$ cat src/rtl/sim_target_sched.sv
// Time-shares the sim_target datapath among NSLOT target slots using shadow/active parameter banks.
// Optional SIM_SCHED_RR_EN: round-robin scan start; otherwise fixed priority from slot 0.
module sim_target_sched #(
    parameter int NSLOT   = 4,
    parameter int BEAR_W  = 12,
    parameter int RANGE_W = 10
) (
    input  logic               clk,
    input  logic               rst,
    input  logic               wr_en_i,
    output logic               wr_rdy_o,
    input  logic [2:0]         wr_slot_i,
    input  logic [1:0]         wr_addr_i,
    input  logic [15:0]        wr_data_i,
    input  logic               commit_i,
    output logic               commit_pend_o,
    input  logic [BEAR_W-1:0]  bear_i,
    input  logic [RANGE_W-1:0] range_i,
    output logic [BEAR_W-1:0]  start_angle_o,
    output logic [BEAR_W-1:0]  end_angle_o,
    output logic [RANGE_W-1:0] start_range_o,
    output logic [2:0]         angle_mode_o,
    output logic [2:0]         range_mode_o,
    output logic               slot_valid_o,
    output logic [2:0]         cur_slot_o,
    output logic [15:0]        rev_cnt_o
);
    localparam int SW = (NSLOT > 2) ? $clog2(NSLOT) : 1;
    localparam logic [SW:0] NS = (SW+1)'(NSLOT);
    localparam logic [SW-1:0] LAST = SW'(NSLOT - 1);
    localparam logic [BEAR_W-1:0] HALF = BEAR_W'(1) << (BEAR_W - 1);

    typedef enum logic [1:0] {IDLE, SCAN, LOAD} state_t;

    logic [BEAR_W-1:0]  sh_sa_q [NSLOT];
    logic [BEAR_W-1:0]  sh_ea_q [NSLOT];
    logic [RANGE_W-1:0] sh_sr_q [NSLOT];
    logic [6:0]         sh_md_q [NSLOT];
    logic [BEAR_W-1:0]  act_sa_q [NSLOT];
    logic [BEAR_W-1:0]  act_ea_q [NSLOT];
    logic [RANGE_W-1:0] act_sr_q [NSLOT];
    logic [6:0]         act_md_q [NSLOT];

    logic [BEAR_W-1:0]  bear_q, bear_prev_q;
    logic [RANGE_W-1:0] range_q, range_prev_q;
    logic [15:0]        rev_cnt_q;
    logic               commit_pend_q;
    logic               wrap, sweep, apply, wr_ok;
    logic [SW-1:0]      wr_idx;

    // A wrap is a backward bearing jump larger than half a revolution.
    assign wrap   = (bear_prev_q > bear_q) && ((bear_prev_q - bear_q) > HALF);
    assign sweep  = range_q < range_prev_q;
    assign apply  = wrap & (commit_pend_q | commit_i);
    assign wr_idx = wr_slot_i[SW-1:0];
    assign wr_ok  = wr_en_i & ~apply & ({1'b0, wr_slot_i} < 4'(NSLOT));

    assign wr_rdy_o      = ~apply;
    assign commit_pend_o = commit_pend_q;
    assign rev_cnt_o     = rev_cnt_q;

    always_ff @(posedge clk or posedge rst) begin
        if (rst) begin
            bear_q        <= '0;
            bear_prev_q   <= '0;
            range_q       <= '0;
            range_prev_q  <= '0;
            rev_cnt_q     <= '0;
            commit_pend_q <= 1'b0;
        end else begin
            bear_q       <= bear_i;
            bear_prev_q  <= bear_q;
            range_q      <= range_i;
            range_prev_q <= range_q;
            if (wrap) rev_cnt_q <= rev_cnt_q + 16'd1;
            if (wrap)          commit_pend_q <= 1'b0;
            else if (commit_i) commit_pend_q <= 1'b1;
        end
    end

    always_ff @(posedge clk or posedge rst) begin
        if (rst) begin
            for (int i = 0; i < NSLOT; i++) begin
                sh_sa_q[i]  <= '0; sh_ea_q[i]  <= '0; sh_sr_q[i]  <= '0; sh_md_q[i]  <= '0;
                act_sa_q[i] <= '0; act_ea_q[i] <= '0; act_sr_q[i] <= '0; act_md_q[i] <= '0;
            end
        end else begin
            if (wr_ok) begin
                case (wr_addr_i)
                    2'd0:    sh_sa_q[wr_idx] <= wr_data_i[BEAR_W-1:0];
                    2'd1:    sh_ea_q[wr_idx] <= wr_data_i[BEAR_W-1:0];
                    2'd2:    sh_sr_q[wr_idx] <= wr_data_i[RANGE_W-1:0];
                    default: sh_md_q[wr_idx] <= wr_data_i[6:0];
                endcase
            end
            if (apply) begin
                for (int i = 0; i < NSLOT; i++) begin
                    act_sa_q[i] <= sh_sa_q[i];
                    act_ea_q[i] <= sh_ea_q[i];
                    act_sr_q[i] <= sh_sr_q[i];
                    act_md_q[i] <= sh_md_q[i];
                end
            end
        end
    end

    state_t             state_q, state_d;
    logic [SW-1:0]      cnt_q, cnt_d, win_q, win_d, idx;
    logic               hit_q, hit_d, slot_hit, in_win;
    logic [BEAR_W-1:0]  sa, ea, o_sa_q, o_sa_d, o_ea_q, o_ea_d;
    logic [RANGE_W-1:0] o_sr_q, o_sr_d;
    logic [2:0]         o_am_q, o_am_d, o_rm_q, o_rm_d, o_cur_q, o_cur_d;
    logic               o_vld_q, o_vld_d;

`ifdef SIM_SCHED_RR_EN
    logic [SW-1:0] rr_q, rr_d;
    logic [SW:0]   idx_sum;
    assign idx_sum = {1'b0, rr_q} + {1'b0, cnt_q};
    assign idx     = (idx_sum >= NS) ? SW'(idx_sum - NS) : idx_sum[SW-1:0];
`else
    assign idx = cnt_q;
`endif

    // Window may straddle bearing zero when start > end.
    assign sa       = act_sa_q[idx];
    assign ea       = act_ea_q[idx];
    assign in_win   = (sa <= ea) ? (bear_q >= sa && bear_q <= ea) : (bear_q >= sa || bear_q <= ea);
    assign slot_hit = act_md_q[idx][0] & in_win;

    always_comb begin
        state_d = state_q;
        cnt_d   = cnt_q;
        hit_d   = hit_q;
        win_d   = win_q;
        o_sa_d  = o_sa_q;
        o_ea_d  = o_ea_q;
        o_sr_d  = o_sr_q;
        o_am_d  = o_am_q;
        o_rm_d  = o_rm_q;
        o_cur_d = o_cur_q;
        o_vld_d = o_vld_q;
`ifdef SIM_SCHED_RR_EN
        rr_d    = rr_q;
`endif
        case (state_q)
            IDLE: if (sweep) begin
                state_d = SCAN;
                cnt_d   = '0;
                hit_d   = 1'b0;
            end
            SCAN: begin
                if (!hit_q && slot_hit) begin
                    hit_d = 1'b1;
                    win_d = idx;
                end
                cnt_d = cnt_q + 1'b1;
                if (cnt_q == LAST) state_d = LOAD;
            end
            LOAD: begin
                o_vld_d = hit_q;
                if (hit_q) begin
                    o_sa_d  = act_sa_q[win_q];
                    o_ea_d  = act_ea_q[win_q];
                    o_sr_d  = act_sr_q[win_q];
                    o_am_d  = act_md_q[win_q][3:1];
                    o_rm_d  = act_md_q[win_q][6:4];
                    o_cur_d = 3'(win_q);
`ifdef SIM_SCHED_RR_EN
                    rr_d    = (win_q == LAST) ? '0 : win_q + 1'b1;
`endif
                end
                state_d = IDLE;
            end
            default: state_d = IDLE;
        endcase
    end

    always_ff @(posedge clk or posedge rst) begin
        if (rst) begin
            state_q <= IDLE;
            cnt_q   <= '0;
            hit_q   <= 1'b0;
            win_q   <= '0;
            o_sa_q  <= '0;
            o_ea_q  <= '0;
            o_sr_q  <= '0;
            o_am_q  <= '0;
            o_rm_q  <= '0;
            o_cur_q <= '0;
            o_vld_q <= 1'b0;
`ifdef SIM_SCHED_RR_EN
            rr_q    <= '0;
`endif
        end else begin
            state_q <= state_d;
            cnt_q   <= cnt_d;
            hit_q   <= hit_d;
            win_q   <= win_d;
            o_sa_q  <= o_sa_d;
            o_ea_q  <= o_ea_d;
            o_sr_q  <= o_sr_d;
            o_am_q  <= o_am_d;
            o_rm_q  <= o_rm_d;
            o_cur_q <= o_cur_d;
            o_vld_q <= o_vld_d;
`ifdef SIM_SCHED_RR_EN
            rr_q    <= rr_d;
`endif
        end
    end

    assign start_angle_o = o_sa_q;
    assign end_angle_o   = o_ea_q;
    assign start_range_o = o_sr_q;
    assign angle_mode_o  = o_am_q;
    assign range_mode_o  = o_rm_q;
    assign slot_valid_o  = o_vld_q;
    assign cur_slot_o    = o_cur_q;
endmodule

$ cat config.mk
export PLATFORM = sky130hd
export DESIGN_NAME = sim_target_sched
export DESIGN_NICKNAME = d
export VERILOG_FILES = /design/src/rtl/sim_target_sched.sv
export SDC_FILE = /design/constraint.sdc
export NUM_CORES = 1
export LEC_CHECK = 0
export CAP_MARGIN = 20
export CORE_UTILIZATION = 54
export DETAILED_ROUTE_END_ITERATION = 7
export HOLD_SLACK_MARGIN = 0.05
export PLACE_DENSITY = 0.74
export SLEW_MARGIN = 20
export SYNTH_ARGS = -nofsm -noshare
export SYNTH_HDL_FRONTEND = slang
export SYNTH_SLANG_ARGS = --single-unit
$ cat constraint.sdc
create_clock -name clk -period 17.23 [get_ports clk]
set_input_delay 4.3075 -clock clk [delete_from_list [all_inputs] [get_ports clk]]
set_output_delay 4.3075 -clock clk [all_outputs]
set_load 0.005 [all_outputs]
### Word level (Yosys, flattened, before mapping)

Cells that the tools add are included.

| word-level totals | value |
|---|---|
| register bits after elaboration | 439 |
| bits of input ports | 47 |
| output and inout bits | 62 |
| word-level logic and storage cells | 143 |

| cells by class | value |
|---|---|
| add/subtract/negate cells | 3 |
| order comparisons | 11 |
| equality and inequality tests | 8 |
| multiplexer cells | 42 |
| bitwise gates (word level) | 10 |
| reduce and logical (&&, ||, !) cells | 20 |

Operators by type and width:

| kind | number |
|---|---|
| $mux W12 | 9 |
| $bmux W12 S2 | 4 |
| $bwmux W48 | 2 |
| $bwmux W40 | 1 |
| $mux W10 | 3 |
| $bmux W7 S2 | 2 |
| $bwmux W28 | 1 |
| $demux W12 S2 | 1 |
| $le A12 B12 Y1 | 2 |
| $mux W7 | 3 |
| $bmux W10 S2 | 1 |
| $demux W10 S2 | 1 |
| $add A16 B1 Y16 const B | 1 |
| $reduce_and A2 Y1 | 8 |
| $demux W7 S2 | 1 |
| $ge A12 B12 Y1 | 1 |
| $gt A12 B12 Y1 | 1 |
| $gt A12 B12 Y1 const B | 1 |
| $sub A12 B12 Y12 | 1 |
| $lt A10 B10 Y1 | 1 |
| $ge A3 B3 Y1 const B | 3 |
| $not A2 Y3 | 3 |
| $pmux W2 S2 | 2 |
| $mux W1 | 7 |
| other kinds (18) | 34 |

### Depth between registers and ports, before layout

Gate-level depths: netlist of the first run.

| logic depth | value |
|---|---|
| word-level depth | 11 |
| gate-level depth with buffers | 14 |
| gate-level depth less buffers | 12 |

### Worst setup path before layout of the first run

No wires, ideal clock.

| timing path | value |
|---|---|
| kind | input-to-output |
| from | in commit_i |
| to | out wr_rdy_o |
| arrival | 5.348 ns |
| data required time | 12.922 ns |
| setup slack | 7.574 ns |
| stages on the path | 6 |
| buffers on the path | 3 |
| cells stage by stage | or2_2 > o21ai_0 > o21bai_4 > buf_6 > buf_6 > buf_6 |

| on the way | value |
|---|---|
| longest elaborated chain between the ends | 3 |

RTL lines:

| element | line | source |
|---|---|---|
| start: declaration | 15 | `input logic commit_i,` |
| $or A1 B1 Y1 | 54 | `assign apply = wrap & (commit_pend_q \| commit_i);` |
| $and A1 B1 Y1 | 54 |  |
| $not A1 Y1 | 58 | `assign wr_rdy_o = ~apply;` |
| end: declaration | 11 | `output logic wr_rdy_o,` |

No other way between the ends.

### Worst setup path after layout of the first run

Same ends and word-level chain as after synthesis.

==> impl_metrics.ini, run 1 <==
[status]
status = complete, but fails checks
violations = design-rule violations

[yosys]
yosysTopAreaCell = dfrtp_1
synth_edf_count = 0
synth-main-ff-cell = dfrtp_1
syn-instance-count = 1283
synth.top_cell.area_share_pct = 56.1
synth_cell_type_count = 66
synth_commonest_cells = dfrtp_1 (439), mux2_2 (354), mux4_2 (65)
syn_area_per_cell_um2 = 15.3
seq_area_frac_synth_pct = 56.1
ys.warnings.count = 0
syn_area_mm2 = 0.0196
synth_most_common_cell = dfrtp_1
synth_nets = 1390
synth_area_leaders = dfrtp_1 (56%), mux2_2 (20%), mux4_2 (7.5%)
synth_seq_cells = 439
ys_async_sr_fraction_pct = 100

[detailed_routing]
ant_nets = 0
first_iter_violations = 516
avgViaCountPerCell = 5.82
first_pass_iters = 6
avgRoutedWirePerCell_um = 20.9
vias = 10900
drc_errors = 19
wl_um = 39100

[die]
start_util_pct = 54.9
fp.dieW_um = 192
core_area_mm2 = 0.0357
die_y_um = 192
fp.dieArea_mm2 = 0.0370
rows = 69
io_pins = 109

[global_route]
grt_pass1_vias = 11400
grt_pass1_wl_um = 62200
gr-total-overflow = 0
grt_max_degree = 175
grtUsageTotal_pct = 21.9
antenna_found_initial = 0

[power]
p_sw_mw = 1.00
p_int_mw = 2.45
p_sw_share_pct = 29.1
p_leak_nw = 10.4
pwr-share-seq_pct = 43.1
powerDensity_mw_per_mm2 = 154
p_clk_share_pct = 27.7
vdd_drop_max_v = 0.0000830
combPwrFrac_pct = 29.2

[worst_setup_path]
cp_max_fo = 133
worstSetupEndpointType = output pin
crit_type = input pin to output pin
worstPathArrival_ns = 6.57
worstPathRequired_ns = 12.92
startpoint_type = input pin

[finish]
fin_nets = 1486
syn2layout_area_growth_pct = 14.5
stdcell_count = 1872
n_antenna_cell = 0
fillers = 2619
drive_above_1_share_pct = 37.6

[placed_design]
place_inst = 1792
io_buffers = 103
globalplace.congestion = 0.866
hpwl_um = 24300

[sta]
finalSetupViolations = 0
fin_setup_tns_ns = 0
hold_viol_final = 0
tightest_slew_ns = 0.970
rsz0062_at_grt = false
period_share_pct = 63.2
slew_headroom_pct = 35.1
fmax_mhz = 91.9
fin_crit_ns = 10.88
fin_skew_ns = 0.0115
drv_slew = 0

[clock_network]
cts_tree = built
cts_setup_buffers = 0
htree_levels = 2
cts.reportedPaths.clkPinSlew_ns = 0.06
clockBufferDepth = 3
hold_buffers = 0
cts_resized = 0
root_buffer = clkbuf_16
numCtsBuffers = 46
clkLatencyLatePin_ns = 0.55
cts_sinks = 439

[run]
cap_violations = 0

[hold_path]
hold_class = flop to flop
## per-layer routing
layer | routed length [µm] | vias up | part of all wire [%] | track usage (%)
li1 | - | 4854 | - | -
met1 | 18100 | 5786 | 46 | 30.8
met2 | 18600 | 200 | 48 | 35.7
met3 | 1590 | 55 | 4.1 | 3.35
met4 | 777 | 0 | 2.0 | 5.88
met5 | 0 | - | 0 | 0
## stage by stage
step	power (mW)	setup slack (ns)	instance area [µm²]	utilization (%)	hold slack (ns)
after floorplan	2.21	0.692	19600	-	0.346
after global placement	2.47	6.35	20900	58.7	0.357
after detailed placement	2.51	6.38	20900	58.7	0.359
after CTS	3.48	6.36	22400	62.8	0.373
after global routing	3.65	6.27	22400	62.8	0.397
final	3.45	6.35	22400	62.8	0.379
## final cells by class
class	instances	area, µm²	share of cell area [%]
Clock inverter	16	176	0.787
Inverter	56	218	0.972
Sequential cell	439	11000	49.1
Timing Repair Buffer	113	1130	5.05
Tap cell	461	577	2.57
Multi-Input combinational cell	723	8030	35.9
Clock buffer	64	1280	5.71
## worst paths after layout
path / from / to / cells after the start / slack, ns
setup / recovery: commit_i / wr_rdy_o / 6 / 6.35
hold / removal: range_q[0] / range_prev_q[0] / 0 / 0.38
hold reg to reg: range_q[0] / range_prev_q[0] / 0 / 0.38
setup reg to reg: bear_q[0] / sh_md_q[21] / 13 / 12.30
min in group asynchronous: rst / rev_cnt_o[11] / 2 / 4.34
max in group asynchronous: rst / end_angle_o[3] / 5 / 10.00
## logic make-up (layout without fill, tap and decap cells)
family | after synthesis | in the layout | synth area share, %
AO/OA/AOI/OAI | 83 | 83 | 3.08
XOR/XNOR | 17 | 17 | 0.761
adder cells (fa/ha/maj) | 60 | 60 | 3.87
buffers and inverters | 121 | 249 | 2.86
flip-flops | 439 | 439 | 56.1
multiplexers | 441 | 441 | 29.3
other | 1 | 1 | 0.0192
AND/OR/NAND/NOR | 121 | 121 | 3.99
## flip-flops by register name (all words and copies together), names as in the netlist, 16 cells and up
| signal | count |
|---|---|
| sh_md_q | 28 |
| act_sa_q | 48 |
| act_md_q | 28 |
| sh_sr_q | 40 |
| rev_cnt_o | 16 |
| sh_ea_q | 48 |
| act_ea_q | 48 |
| sh_sa_q | 48 |
| act_sr_q | 40 |
## power by group through the flow
stage                     clock network [mW]  logic [mW]  registers [mW]
after floorplan                            0       0.761            1.45
after global placement                     0       0.982            1.48
after detailed placement                   0        1.01            1.50
after CTS                              0.977        1.02            1.49
after global routing                    1.02        1.10            1.53
final                                  0.956        1.01            1.49
## layout by cell type (no fill, tap or decap), types with 7 or more instances in the layout
cell type,n
clkinv_2,9
nor2_1,17
buf_4,8
inv_1,55
clkbuf_1,12
ha_1,59
nand4_1,10
dfrtp_1,436
nor2b_1,8
mux4_2,65
mux2_2,354
xor2_1,15
mux2_4,10
clkbuf_16,46
mux2_1,10
nor3_1,13
nand3_1,11
nand2_1,21
and3_1,7
clkdlybuf4s50_1,103
o21ai_0,16
a21o_1,13
a21oi_1,20
## critical path, stage by stage
cell and delay [ns]:
clkdlybuf4s50_1 0.39, or2_2 0.30, o21ai_0 0.08, o21bai_4 0.16, buf_12 0.55, clkdlybuf4s50_1 0.65
Power figures use the tool's default switching activity.
==> inputs of run 2 (changes only) <==
==> constraint.sdc (replaced) <==
create_clock -name clk -period 9.75 [get_ports clk]
set_input_delay 2.4375 -clock clk [delete_from_list [all_inputs] [get_ports clk]]
set_output_delay 2.4375 -clock clk [all_outputs]
set_load 0.005 [all_outputs]
==> run 2 against run 1 <==
The flow still finishes with violations (design-rule violations). Highest routed layer unchanged. Routed wire length up 0.89%. Flip-flop and latch count is the same. Critical endpoint unchanged. First-iteration DRC count increased by 10%.
==> impl_metrics.ini, run 2 (synthesized netlist as in run 1, its figures left out) <==
[sta]
period_share_pct = 72.4
fmax_mhz = 142
fin_crit_ns = 7.06
slew_headroom_pct = 25.4
drv_slew = 0
layout_setup_ws_ns = 2.69
fin_skew_ns = 0.0183
rsz0062_at_grt = false
fin_setup_tns_ns = 0
finalSetupViolations = 0
tightest_slew_ns = 1.12
hold_viol_final = 0

[worst_setup_path]
crit_top_cell = clkdlybuf4s50_1
critical-path-top-delay-family = buffers and inverters
cp_max_fo = 52
startpoint_type = input pin
crit_chain = clkdlybuf4s50_1 -> or2_2 -> o21ai_0 -> o21bai_4 -> buf_4 -> clkdlybuf4s50_1
crit_type = input pin to output pin
crit_buf_inv = 3
worstSetupEndpointType = output pin
worstPathRequired_ns = 7.31
cpPeakStageDelay_ns = 0.64
worstPathArrival_ns = 4.62
slowest_stage = clkdlybuf4s50_1

[finish]
layout_common_cells = dfrtp_1 (436), mux2_2 (354), clkdlybuf4s50_1 (103), mux4_2 (65), ha_1 (59)
n_antenna_cell = 0
fin_util_pct = 63.0
final_common_cell = dfrtp_1
syn2layout_area_growth_pct = 14.8
fillers = 2616
stdcell_count = 1879
fin_nets = 1490
drive_above_1_share_pct = 37.5

[global_route]
grt_pass1_vias = 11500
gr-total-overflow = 0
antenna_found_initial = 0
grt_pass1_wl_um = 63500
grtUsageTotal_pct = 22.5
grt_max_degree = 160

[clock_network]
numCtsBuffers = 47
hold_buffers = 0
cts_tree = built
cts.reportedPaths.clkPinSlew_ns = 0.05
root_buffer = clkbuf_16
clkLatencyLatePin_ns = 0.58
cts_setup_buffers = 0
cts_sinks = 439
htree_levels = 2
clockBufferDepth = 3
cts_resized = 0

[placed_design]
hpwl_um = 24600
dp_slack_ns = 2.67
place_inst = 1795
globalplace.congestion = 0.865
io_buffers = 103

[die]
core_area_mm2 = 0.0357
rows = 69
fp.dieW_um = 192
die_y_um = 192
start_util_pct = 54.9
io_pins = 109
fp.dieArea_mm2 = 0.0370

[detailed_routing]
first_pass_iters = 7
wl_um = 39400
ant_nets = 0
drc_errors = 20
avgViaCountPerCell = 5.74
vias = 10800
first_iter_violations = 569
avgRoutedWirePerCell_um = 21.0

[power]
finalPower_mw = 6.14
powerDensity_mw_per_mm2 = 273
vdd_drop_max_v = 0.000123
p_leak_nw = 10.4

[status]
status = complete, but fails checks
violations = design-rule violations

[hold_path]
hold_class = flop to flop

[run]
cap_violations = 0
[run 2: per-stage QoR]
stage,hold WS [ns],area [µm²]
after floorplan,0.346,19600
after global placement,0.354,21000
after detailed placement,0.369,21000
after CTS,0.383,22500
after global routing,0.390,22500
final,0.377,22500
[run 2: cell type report]
| type | count | area (µm²) | area share (%) |
|---|---|---|---|
| sequential | 439 | 11000 | 48.9 |
| multi-input combinational | 723 | 8030 | 35.8 |
| clock buffer | 74 | 1390 | 6.18 |
| timing repair buffer | 116 | 1140 | 5.08 |
| tap | 461 | 577 | 2.57 |
| inverter | 56 | 214 | 0.952 |
| clock inverter | 10 | 121 | 0.540 |
[run 2: path summary, 6_finish.rpt]
check | start | to | slack, ns | depth (start not counted)
worst max-delay path | commit_i | wr_rdy_o | 2.69 | 6
worst min-delay path | range_q[0] | range_prev_q[0] | 0.38 | 0
worst max register to register | bear_q[0] | act_ea_q[24] | 4.40 | 13
worst min register to register | range_q[0] | range_prev_q[0] | 0.38 | 0
max in group asynchronous | rst | win_q[1] | 5.68 | 4
min in group asynchronous | rst | range_q[1] | 2.15 | 2
[run 2: worst reg2reg max path, cell delays in order (launching register included)]
cell and delay (ns):
dfrtp_1 0.40, ha_1 0.22, inv_1 0.07, fa_1 0.40, nand2b_1 0.21, a2111oi_4 0.30
o221ai_2 0.16, a211oi_2 0.21, nand4bb_1 0.25, o21bai_4 0.20, buf_4 0.61, buf_4 0.72
buf_4 1.00, mux2_2 0.48
[run 2: routing by layer]
metal | vias to the layer above | GRT usage (%) | routed length, µm
li1 | 4879 | - | -
met1 | 5660 | 32.0 | 18300
met2 | 180 | 35.8 | 18600
met3 | 64 | 3.44 | 1540
met4 | 0 | 7.09 | 965
met5 | - | 0 | 0
[run 2: where the power goes]
group | total (mW) | internal, mW | switching (mW)
registers | 2.62 | 2.33 | 0.293
logic | 1.78 | 1.00 | 0.781
clock network | 1.74 | 1.03 | 0.710
total | 6.14 | 4.36 | 1.78
